## src/rtl/lsu_pkg.sv

```systemverilog
// Shared definitions for the load-store unit: access-size codes, FSM states
// and the alignment/legality rule used when an access is first presented.
package lsu_pkg;

   localparam logic [2:0] F3_B  = 3'b000;
   localparam logic [2:0] F3_H  = 3'b001;
   localparam logic [2:0] F3_W  = 3'b010;
   localparam logic [2:0] F3_BU = 3'b100;
   localparam logic [2:0] F3_HU = 3'b101;

   localparam int CNT_W = 8;

   typedef enum logic [1:0] {
      IDLE = 2'b00,
      REQ  = 2'b01,
      WAIT = 2'b10,
      DONE = 2'b11
   } lsuState_e;

   // Funct3[1:0] encodes the size for both loads and stores, so misalignment
   // only needs the size bits; the sign bit only matters for legality.
   function automatic logic accessFault(input logic       isStore,
                                        input logic [2:0] f3,
                                        input logic [1:0] lane);
      logic illegal;
      logic misaligned;
      if (isStore)
         illegal = (f3 > F3_W);
      else
         illegal = (f3 == 3'b011) || (f3[2:1] == 2'b11);
      misaligned = ((f3[1:0] == 2'b01) && lane[0]) ||
                   ((f3[1:0] == 2'b10) && (lane != 2'b00));
      return illegal | misaligned;
   endfunction

endpackage

```

## src/rtl/lsu_load_align.sv

```systemverilog
// Picks the addressed byte/half/word out of a bus read word and sign- or
// zero-extends it to 32 bits for write-back.
module lsu_load_align
   import lsu_pkg::*;
(
   input  logic [31:0] rdata_i,
   input  logic [1:0]  lane_i,
   input  logic [2:0]  funct3_i,
   output logic [31:0] data_o
);

   logic [7:0]  byteSel;
   logic [15:0] halfSel;

   always_comb begin
      byteSel = rdata_i[{lane_i, 3'b000} +: 8];
      halfSel = lane_i[1] ? rdata_i[31:16] : rdata_i[15:0];
      case (funct3_i)
         F3_B:    data_o = {{24{byteSel[7]}}, byteSel};
         F3_BU:   data_o = {24'h0, byteSel};
         F3_H:    data_o = {{16{halfSel[15]}}, halfSel};
         F3_HU:   data_o = {16'h0, halfSel};
         F3_W:    data_o = rdata_i;
         default: data_o = 32'h0;
      endcase
   end

endmodule

```

## src/rtl/load_store_unit.sv

```systemverilog
// Memory-stage load-store unit: one req/gnt/rvalid bus access per instruction,
// stalling the core until the access completes, faults or times out.
module load_store_unit
   import lsu_pkg::*;
#(
   parameter int TIMEOUT_CYCLES = 16
)
(
   input  logic        clk,
   input  logic        rst,
   input  logic        MemRead,
   input  logic        MemWrite,
   input  logic [2:0]  Funct3,
   input  logic [31:0] ALUResult,
   input  logic [31:0] WriteData,
   output logic [31:0] ReadData,
   output logic        Stall,
   output logic        MisalignFault,
   output logic        BusFault,
   output logic        mem_req,
   output logic        mem_we,
   output logic [31:0] mem_addr,
   output logic [31:0] mem_wdata,
   output logic [3:0]  mem_be,
   input  logic        mem_gnt,
   input  logic        mem_rvalid,
   input  logic [31:0] mem_rdata,
   input  logic        mem_err
);

   localparam logic [CNT_W-1:0] LAST_CNT = CNT_W'(TIMEOUT_CYCLES - 1);

   lsuState_e        state_q, state_d;
   logic [CNT_W-1:0] cnt_q, cnt_d;
   logic [1:0]       lane_q, lane_d;
   logic [2:0]       f3_q, f3_d;
   logic             store_q, store_d;
   logic             req_q, req_d;
   logic             we_q, we_d;
   logic [31:0]      addr_q, addr_d;
   logic [31:0]      wdata_q, wdata_d;
   logic [3:0]       be_q, be_d;
   logic [31:0]      rdata_q, rdata_d;
   logic             misalign_q, misalign_d;
   logic             busFault_q, busFault_d;
   logic [31:0]      loadData;
   logic [31:0]      storeData;
   logic [3:0]       accessBe;
   logic             timeout;

   lsu_load_align u_align (
      .rdata_i  (mem_rdata),
      .lane_i   (lane_q),
      .funct3_i (f3_q),
      .data_o   (loadData)
   );

   always_comb begin
      case (Funct3[1:0])
         2'b00:   begin
            storeData = {4{WriteData[7:0]}};
            accessBe  = 4'b0001 << ALUResult[1:0];
         end
         2'b01:   begin
            storeData = {2{WriteData[15:0]}};
            accessBe  = 4'b0011 << ALUResult[1:0];
         end
         default: begin
            storeData = WriteData;
            accessBe  = 4'b1111;
         end
      endcase
   end

   assign timeout = (cnt_q == LAST_CNT);

   // Bus fields default to zero and are only re-asserted while in REQ, so
   // mem_req drops on the cycle after a grant or a timeout.
   always_comb begin
      state_d    = state_q;
      cnt_d      = cnt_q;
      lane_d     = lane_q;
      f3_d       = f3_q;
      store_d    = store_q;
      req_d      = 1'b0;
      we_d       = 1'b0;
      addr_d     = 32'h0;
      wdata_d    = 32'h0;
      be_d       = 4'h0;
      rdata_d    = 32'h0;
      misalign_d = 1'b0;
      busFault_d = 1'b0;
      Stall      = 1'b0;
      case (state_q)
         IDLE: begin
            Stall = MemRead | MemWrite;
            if (MemRead | MemWrite) begin
               lane_d  = ALUResult[1:0];
               f3_d    = Funct3;
               store_d = MemWrite;
               cnt_d   = '0;
               if (accessFault(MemWrite, Funct3, ALUResult[1:0])) begin
                  state_d    = DONE;
                  misalign_d = 1'b1;
               end else begin
                  state_d = REQ;
                  req_d   = 1'b1;
                  we_d    = MemWrite;
                  addr_d  = {ALUResult[31:2], 2'b00};
                  wdata_d = MemWrite ? storeData : 32'h0;
                  be_d    = accessBe;
               end
            end
         end
         REQ, WAIT: begin
            Stall = 1'b1;
            cnt_d = cnt_q + 1'b1;
            if (mem_rvalid && (state_q == WAIT || mem_gnt)) begin
               state_d    = DONE;
               busFault_d = mem_err;
               rdata_d    = (mem_err || store_q) ? 32'h0 : loadData;
            end else if (timeout) begin
               state_d    = DONE;
               busFault_d = 1'b1;
            end else if (state_q == REQ && mem_gnt) begin
               state_d = WAIT;
            end else if (state_q == REQ) begin
               req_d   = 1'b1;
               we_d    = we_q;
               addr_d  = addr_q;
               wdata_d = wdata_q;
               be_d    = be_q;
            end
         end
         DONE: begin
            state_d = IDLE;
         end
         default: begin
            state_d = IDLE;
         end
      endcase
   end

   always_ff @(posedge clk or posedge rst) begin
      if (rst) begin
         state_q    <= IDLE;
         cnt_q      <= '0;
         lane_q     <= 2'b00;
         f3_q       <= 3'b000;
         store_q    <= 1'b0;
         req_q      <= 1'b0;
         we_q       <= 1'b0;
         addr_q     <= 32'h0;
         wdata_q    <= 32'h0;
         be_q       <= 4'h0;
         rdata_q    <= 32'h0;
         misalign_q <= 1'b0;
         busFault_q <= 1'b0;
      end else begin
         state_q    <= state_d;
         cnt_q      <= cnt_d;
         lane_q     <= lane_d;
         f3_q       <= f3_d;
         store_q    <= store_d;
         req_q      <= req_d;
         we_q       <= we_d;
         addr_q     <= addr_d;
         wdata_q    <= wdata_d;
         be_q       <= be_d;
         rdata_q    <= rdata_d;
         misalign_q <= misalign_d;
         busFault_q <= busFault_d;
      end
   end

   assign ReadData      = rdata_q;
   assign MisalignFault = misalign_q;
   assign BusFault      = busFault_q;
   assign mem_req       = req_q;
   assign mem_we        = we_q;
   assign mem_addr      = addr_q;
   assign mem_wdata     = wdata_q;
   assign mem_be        = be_q;

endmodule

```

## config.mk

```make
export PLATFORM = sky130hd
export DESIGN_NAME = load_store_unit
export DESIGN_NICKNAME = d
export VERILOG_FILES = /design/src/rtl/lsu_pkg.sv /design/src/rtl/lsu_load_align.sv /design/src/rtl/load_store_unit.sv
export SDC_FILE = /design/constraint.sdc
export NUM_CORES = 1
export LEC_CHECK = 0
export ABC_CLOCK_PERIOD_IN_PS = 5000
export BUFFER_PORTS_ARGS = -buffer_cell sky130_fd_sc_hd__buf_2
export CAP_MARGIN = 20
export CORE_MARGIN = 2
export CORE_UTILIZATION = 35
export DETAILED_ROUTE_END_ITERATION = 8
export GPL_ROUTABILITY_DRIVEN = 0
export PLACE_DENSITY_LB_ADDON = 0.12
export SYNTH_ARGS = -nofsm -noshare
export SYNTH_HDL_FRONTEND = slang
export SYNTH_SLANG_ARGS = --single-unit
```

## constraint.sdc

```tcl
create_clock -name clk -period 5 [get_ports clk]
set_clock_uncertainty 0.2 [all_clocks]
set_input_delay 0.75 -clock clk [delete_from_list [all_inputs] [get_ports clk]]
set_output_delay 0.75 -clock clk [all_outputs]
set_load 0.005 [all_outputs]
```

# Word level (Yosys, flattened, before mapping)

Index checks and enable logic that the tools add are counted.

Add/subtract/negate cells: 1
Order comparisons: 1
Equal/unequal tests: 15
Shifts and indexed selects: 3
Multiplexer cells: 57
Bitwise operators: 2
Reductions and logical operators: 17

Operators with widths:

| kind                                                            | number |
|---|---|
| 32-bit two-way mux                                              | 12 |
| 32-bit one-hot mux with 2 select lines                          | 3 |
| 32-bit one-hot mux with 5 select lines                          | 1 |
| 32-bit by 6-bit indexed part select with 8-bit output           | 1 |
| 4-bit two-way mux                                               | 6 |
| 1-bit two-way mux                                               | 21 |
| 16-bit two-way mux                                              | 1 |
| 4-bit one-hot mux with 2 select lines                           | 2 |
| 8-bit one-hot mux with 2 select lines                           | 1 |
| 2-bit two-way mux                                               | 5 |
| 8-bit by 1-bit adder with 8-bit output, second input constant   | 1 |
| 2-bit == test, second input constant                            | 4 |
| 8-bit by 4-bit == test with 1-bit output, second input constant | 1 |
| 8-bit two-way mux                                               | 1 |
| 3-bit by 2-bit == test with 1-bit output, second input constant | 2 |
| 3-bit == test, second input constant                            | 2 |
| 1-bit one-hot mux with 2 select lines                           | 3 |
| 2-bit one-hot mux with 3 select lines                           | 1 |
| 2-bit AND reduction                                             | 3 |
| 5-bit != test, second input constant                            | 1 |
| 2-bit by 1-bit == test with 1-bit output, second input constant | 2 |
| 1-bit logical AND                                               | 4 |
| 2-bit logical NOT                                               | 2 |
| 1-bit logical OR                                                | 4 |
| 10 further kinds                                                | 12 |

Register bits: 120
Bits of input ports: 106

# Depth between registers and ports, before layout

Depth in word-level cells: 9
Mapped depth: 10

# By module

A second synthesis with hierarchy kept.

Cells, all modules: 512
Area, all modules: 5652.9 um2

Modules (own cells, without submodules):

| module          | times used | cells each | area each (um2) | sequential area each (um2) |
|---|---|---|---|---|
| load_store_unit | 1          | 410        | 4867.2          | 2952.8 |
| lsu_load_align  | 1          | 102        | 785.8           | 0.0 |

# Least setup slack after synthesis

OpenSTA, ideal clock, no wires.

Path type: input -> register
Start: in Funct3[0]
End: reg wdata_q[0], in the netlist mem_wdata[0]
Library setup time: 0.065 ns
Arrival: 2.160 ns
Required time: 4.735 ns
Path slack: 2.575 ns
Stages: 6
Buffers on the path: 2
Path through: buf_2 or2_1 a2111oi_2 a21boi_2 buf_4 a22o_1

Longest elaborated chain between the ends: 9
Elaborated cells on any way between the ends: 15
Those cells by class: order compare: 1; eq/ne: 3; mux: 6; bitwise: 1; reduce/logical: 4

RTL lines:

| item                                                                                                  | RTL line               | text |
|---|---|---|
| start: declaration                                                                                    | load_store_unit.sv:13  | `input logic [2:0] Funct3,` |
| parallel branches: the longest is 5 deep, another holds 3-bit by 2-bit > comparator with 1-bit output | -                      |  |
| 1-bit bitwise OR *                                                                                    | lsu_pkg.sv:33          | `return illegal \| misaligned;` |
| 32-bit two-way mux *                                                                                  | load_store_unit.sv:102 | `if (accessFault(MemWrite, Funct3, ALUResult[1:0])) begin` |
| 32-bit two-way mux *                                                                                  | load_store_unit.sv:97  | `if (MemRead \| MemWrite) begin` |
| 32-bit one-hot mux with 2 select lines *                                                              | load_store_unit.sv:94  | `case (state_q)` |
| end signal: assignment                                                                                | load_store_unit.sv:168 | `wdata_q <= wdata_d;` |
| end: declaration                                                                                      | load_store_unit.sv:41  | `logic [31:0] wdata_q, wdata_d;` |

Every way passes the cells marked *. The select of a mux whose other input is x is not followed.
A chain may end at the register's enable or synchronous reset.

# Worst setup path after layout

Start: reg state_q[0]
End: reg addr_q[20], in the netlist mem_addr[20]

Longest elaborated chain between the ends: 6
Elaborated cells on any way between the ends: 12
Those cells by class: eq/ne: 3; mux: 4; reduce/logical: 5

RTL lines:

| item                                     | RTL line                                                              | text |
|---|---|---|
| start: declaration                       | load_store_unit.sv:33                                                 | `lsuState_e state_q, state_d;` |
| start signal: assignment                 | load_store_unit.sv:160                                                | `state_q <= state_d;` |
| 2-bit by 1-bit == test with 1-bit output | load_store_unit.sv:94, load_store_unit.sv:125, load_store_unit.sv:127 |  |
| 1-bit logical AND                        | load_store_unit.sv:125                                                | `end else if (state_q == REQ && mem_gnt) begin` |
| 32-bit two-way mux                       | load_store_unit.sv:125                                                |  |
| 32-bit two-way mux                       | load_store_unit.sv:122                                                | `end else if (timeout) begin` |
| 32-bit two-way mux                       | load_store_unit.sv:118                                                | `if (mem_rvalid && (state_q == WAIT \|\| mem_gnt)) begin` |
| 32-bit one-hot mux with 2 select lines   | load_store_unit.sv:94                                                 |  |
| end signal: assignment                   | load_store_unit.sv:167                                                | `addr_q <= addr_d;` |
| end: declaration                         | load_store_unit.sv:40                                                 | `logic [31:0] addr_q, addr_d;` |

Parallel ways exist; a longest one is shown, timed or not.

==> flow_summary.toml <==
[final_layout]
fin_cells = 839
ff_latch_area_um2 = 2950
fillers = 1372
stdcell_area_um2 = 6940
multiInputGateArea_um2 = 2090
num_antenna_cells = 0
finish.utilization = 0.475
syn_to_final_growth_pct = 32.2
drive_above_1_share = 0.402
nets = 759

[timing]
setup_slack_ns = 1.96
layout_min_cycle_time_ns = 3.04
tightest_slew_ns = 0.830
setup_violations = 0
fin_crit_sh = 0.608
fmax_ghz = 0.329
hold_viol = 0
setup_tns_ns = 0
final_max_slew_viol_count = 0
whs_ns = 0.261
timing.slew.headroom = 0.444
rsz0062_at_grt = "no"

[synthesis]
synth.area.top_cells = "dfrtp_1, a22o_1, mux2i_1"
synth_edf_count = 0
ys_dominant_reg_cell = "dfrtp_1"
ys_seq_area_frac = 0.563
syn-cell-area_um2 = 5250
ys.warnings.count = 0
synthCells = 449
synthArstFlopShare = 1.00
synth_top_area_share = 0.563
synth_top_cell_by_area = "dfrtp_1"
synth_seq_cells = 118
syn_area_per_cell_um2 = 11.7
synthDistinctLibCells = 47

[detailed_routing]
dr.pass1.iters = 5
via_per_inst = 5.26
route.antenna.remaining_nets = 0
wl_um = 14500
drc = 0
routedWlPerCell_um = 17.3
vias = 4409
drtIter0Drc = 275

[critical_path]
endpoint_kind = "flop"
critPathKind = "reg2reg"
r2r_cells = 7
cp.arrival_ns = 3.18
worst_r2r_startpoint = "state_q[0]$_DFFE_PP0P_"
worstPathMaxFanout = 39
setup.worst_path.start = "state_q[0]$_DFFE_PP0P_"
crit_path_start_kind = "flop"
worst_ep_required_time_ns = 5.13

[die]
die_h_um = 126
core_area_um2 = 14600
dieWidth_um = 126
rows = 44
io-pin-count = 211
start_util = 0.360
die_area_um2 = 16000

[global_route]
grt_pass1_vias = 4270
grt_max_degree = 58
top_usage_layer = "met2"
grtUsageMet2 = 0.267
grt_usage = 0.186
met1_usage = 0.259
gr-usage-met3 = 0.0700
grt_pass1_wl_um = 23000
antenna_found_initial = 0
grt-ovfl-total = 0

[power_and_ir_drop]
ir_worst_vdd_mv = 0.237
powerDensity_nw_per_um2 = 451
total_power_mw = 3.13
leakage_nw = 3.70

[placement]
place_ws_ns = 1.81
port-buffer-count = 208
place_area_um2 = 6370
dp_cells = 810
hpwl_um = 10200

[run_status]
status = "finished clean"

[run]
drv_cap = 0

[cts]
clk_path_buf_depth = 2
clock_latency_ns = 0.41
hold_buffers = 0
cts_tree = "built"
cts_inserted_buffers = 17
cts_sinks = 118
path_clk_slew_ns = 0.05
root_buffer = "clkbuf_16"
cts_max_level = 4
post_cts_buffers = 0
ctsResizeCount = 0

[hold_path]
hold_path.class = "in2async"
## metal layers
| metal | wire [µm] | up-vias |
|---|---|---|
| met5 | 0 | - |
| met4 | 205 | 0 |
| met3 | 935 | 14 |
| met2 | 6520 | 158 |
| met1 | 6860 | 2184 |
| li1 | - | 2053 |
## Yosys cell counts (2+ instances only)
| cell type | count |
|---|---|
| a21o_1 | 3 |
| a22o_1 | 49 |
| dfrtp_1 | 118 |
| a31oi_1 | 2 |
| buf_4 | 3 |
| and3_1 | 2 |
| and2_1 | 3 |
| mux2i_1 | 28 |
| inv_1 | 6 |
| o31ai_1 | 2 |
| nand2b_1 | 2 |
| and3b_1 | 2 |
| nor3_1 | 2 |
| mux2_2 | 14 |
| o2bb2ai_1 | 16 |
| nand4_1 | 3 |
| o21ai_0 | 24 |
| buf_1 | 2 |
| nor4_1 | 2 |
| clkbuf_1 | 17 |
| a21oi_1 | 31 |
| ha_1 | 7 |
| a222oi_1 | 8 |
| nand3_1 | 4 |
| o21bai_1 | 4 |
| a22oi_1 | 8 |
| buf_2 | 10 |
| nand2_1 | 37 |
| buf_6 | 4 |
| nor2_1 | 19 |
## registers in the layout (all words and copies together) (netlist names)
| signal | flops |
|---|---|
| mem_we | 1 |
| mem_wdata | 32 |
| lane_q | 2 |
| mem_be | 4 |
| ReadData | 32 |
| BusFault | 1 |
| mem_addr | 30 |
| MisalignFault | 1 |
| f3_q | 3 |
| store_q | 1 |
| cnt_q | 8 |
| mem_req | 1 |
| state_q | 2 |
## logic make-up (layout without fill, tap and decap cells)
logic type / count (synthesis) / count (layout) / share of synthesized area
AND/OR/NAND/NOR: 82 / 82 / 0.0727
AO/OA/AOI/OAI: 156 / 156 / 0.219
buffers and inverters: 42 / 247 / 0.0403
adder cells (fa/ha/maj): 7 / 7 / 0.0167
multiplexers: 43 / 43 / 0.0877
flip-flops: 118 / 118 / 0.563
other: 1 / 2 / 0.000715
## worst max-delay path, stage by stage, from the launching register on
cell and delay [ns]:
dfrtp_1 0.40, inv_1 0.11, ha_1 0.22, o21ai_0 0.30, o41a_1 0.43, and2_2 0.59
buf_4 0.47, a22o_1 0.22
## final timing paths
path / to / slack (ns)
max: mem_addr[20]$_DFFE_PP0P_ / 1.96
min: ReadData[15]$_DFF_PP0_ / 0.26
max reg2reg: mem_addr[20]$_DFFE_PP0P_ / 1.96
min reg2reg: mem_wdata[16]$_DFFE_PP0P_ / 0.28
max in group asynchronous: mem_addr[16]$_DFFE_PP0P_ / 3.37
min in group clk: mem_wdata[16]$_DFFE_PP0P_ / 0.28
## placed cells by master (no fill, tap or decap), types with 3 or more instances in the layout
cell type / n
buf_2: 208
mux2_2: 14
nand2_1: 37
o21ai_0: 24
buf_4: 4
o2bb2ai_1: 16
dfrtp_1: 118
a21o_1: 3
clkbuf_16: 17
a22oi_1: 8
o21bai_1: 4
clkbuf_8: 6
mux2i_1: 28
a22o_1: 49
nand4_1: 3
inv_1: 5
a21oi_1: 31
nor2_1: 19
clkinv_2: 3
a222oi_1: 8
ha_1: 7
nand3_1: 4
## report_power, final
group	total (mW)	internal, mW	switching, mW
sequential	1.15	1.05	0.0949
clock	1.14	0.748	0.397
combinational	0.835	0.346	0.489
## layout make-up
type | instances | share of cell area
sequential | 118 | 0.426
timing repair buffer | 213 | 0.156
clock buffer | 24 | 0.0738
multi-input combinational | 290 | 0.301
clock inverter | 4 | 0.00649
inverter | 6 | 0.00361
tap | 184 | 0.0332
(Power assumes the default switching activity.)
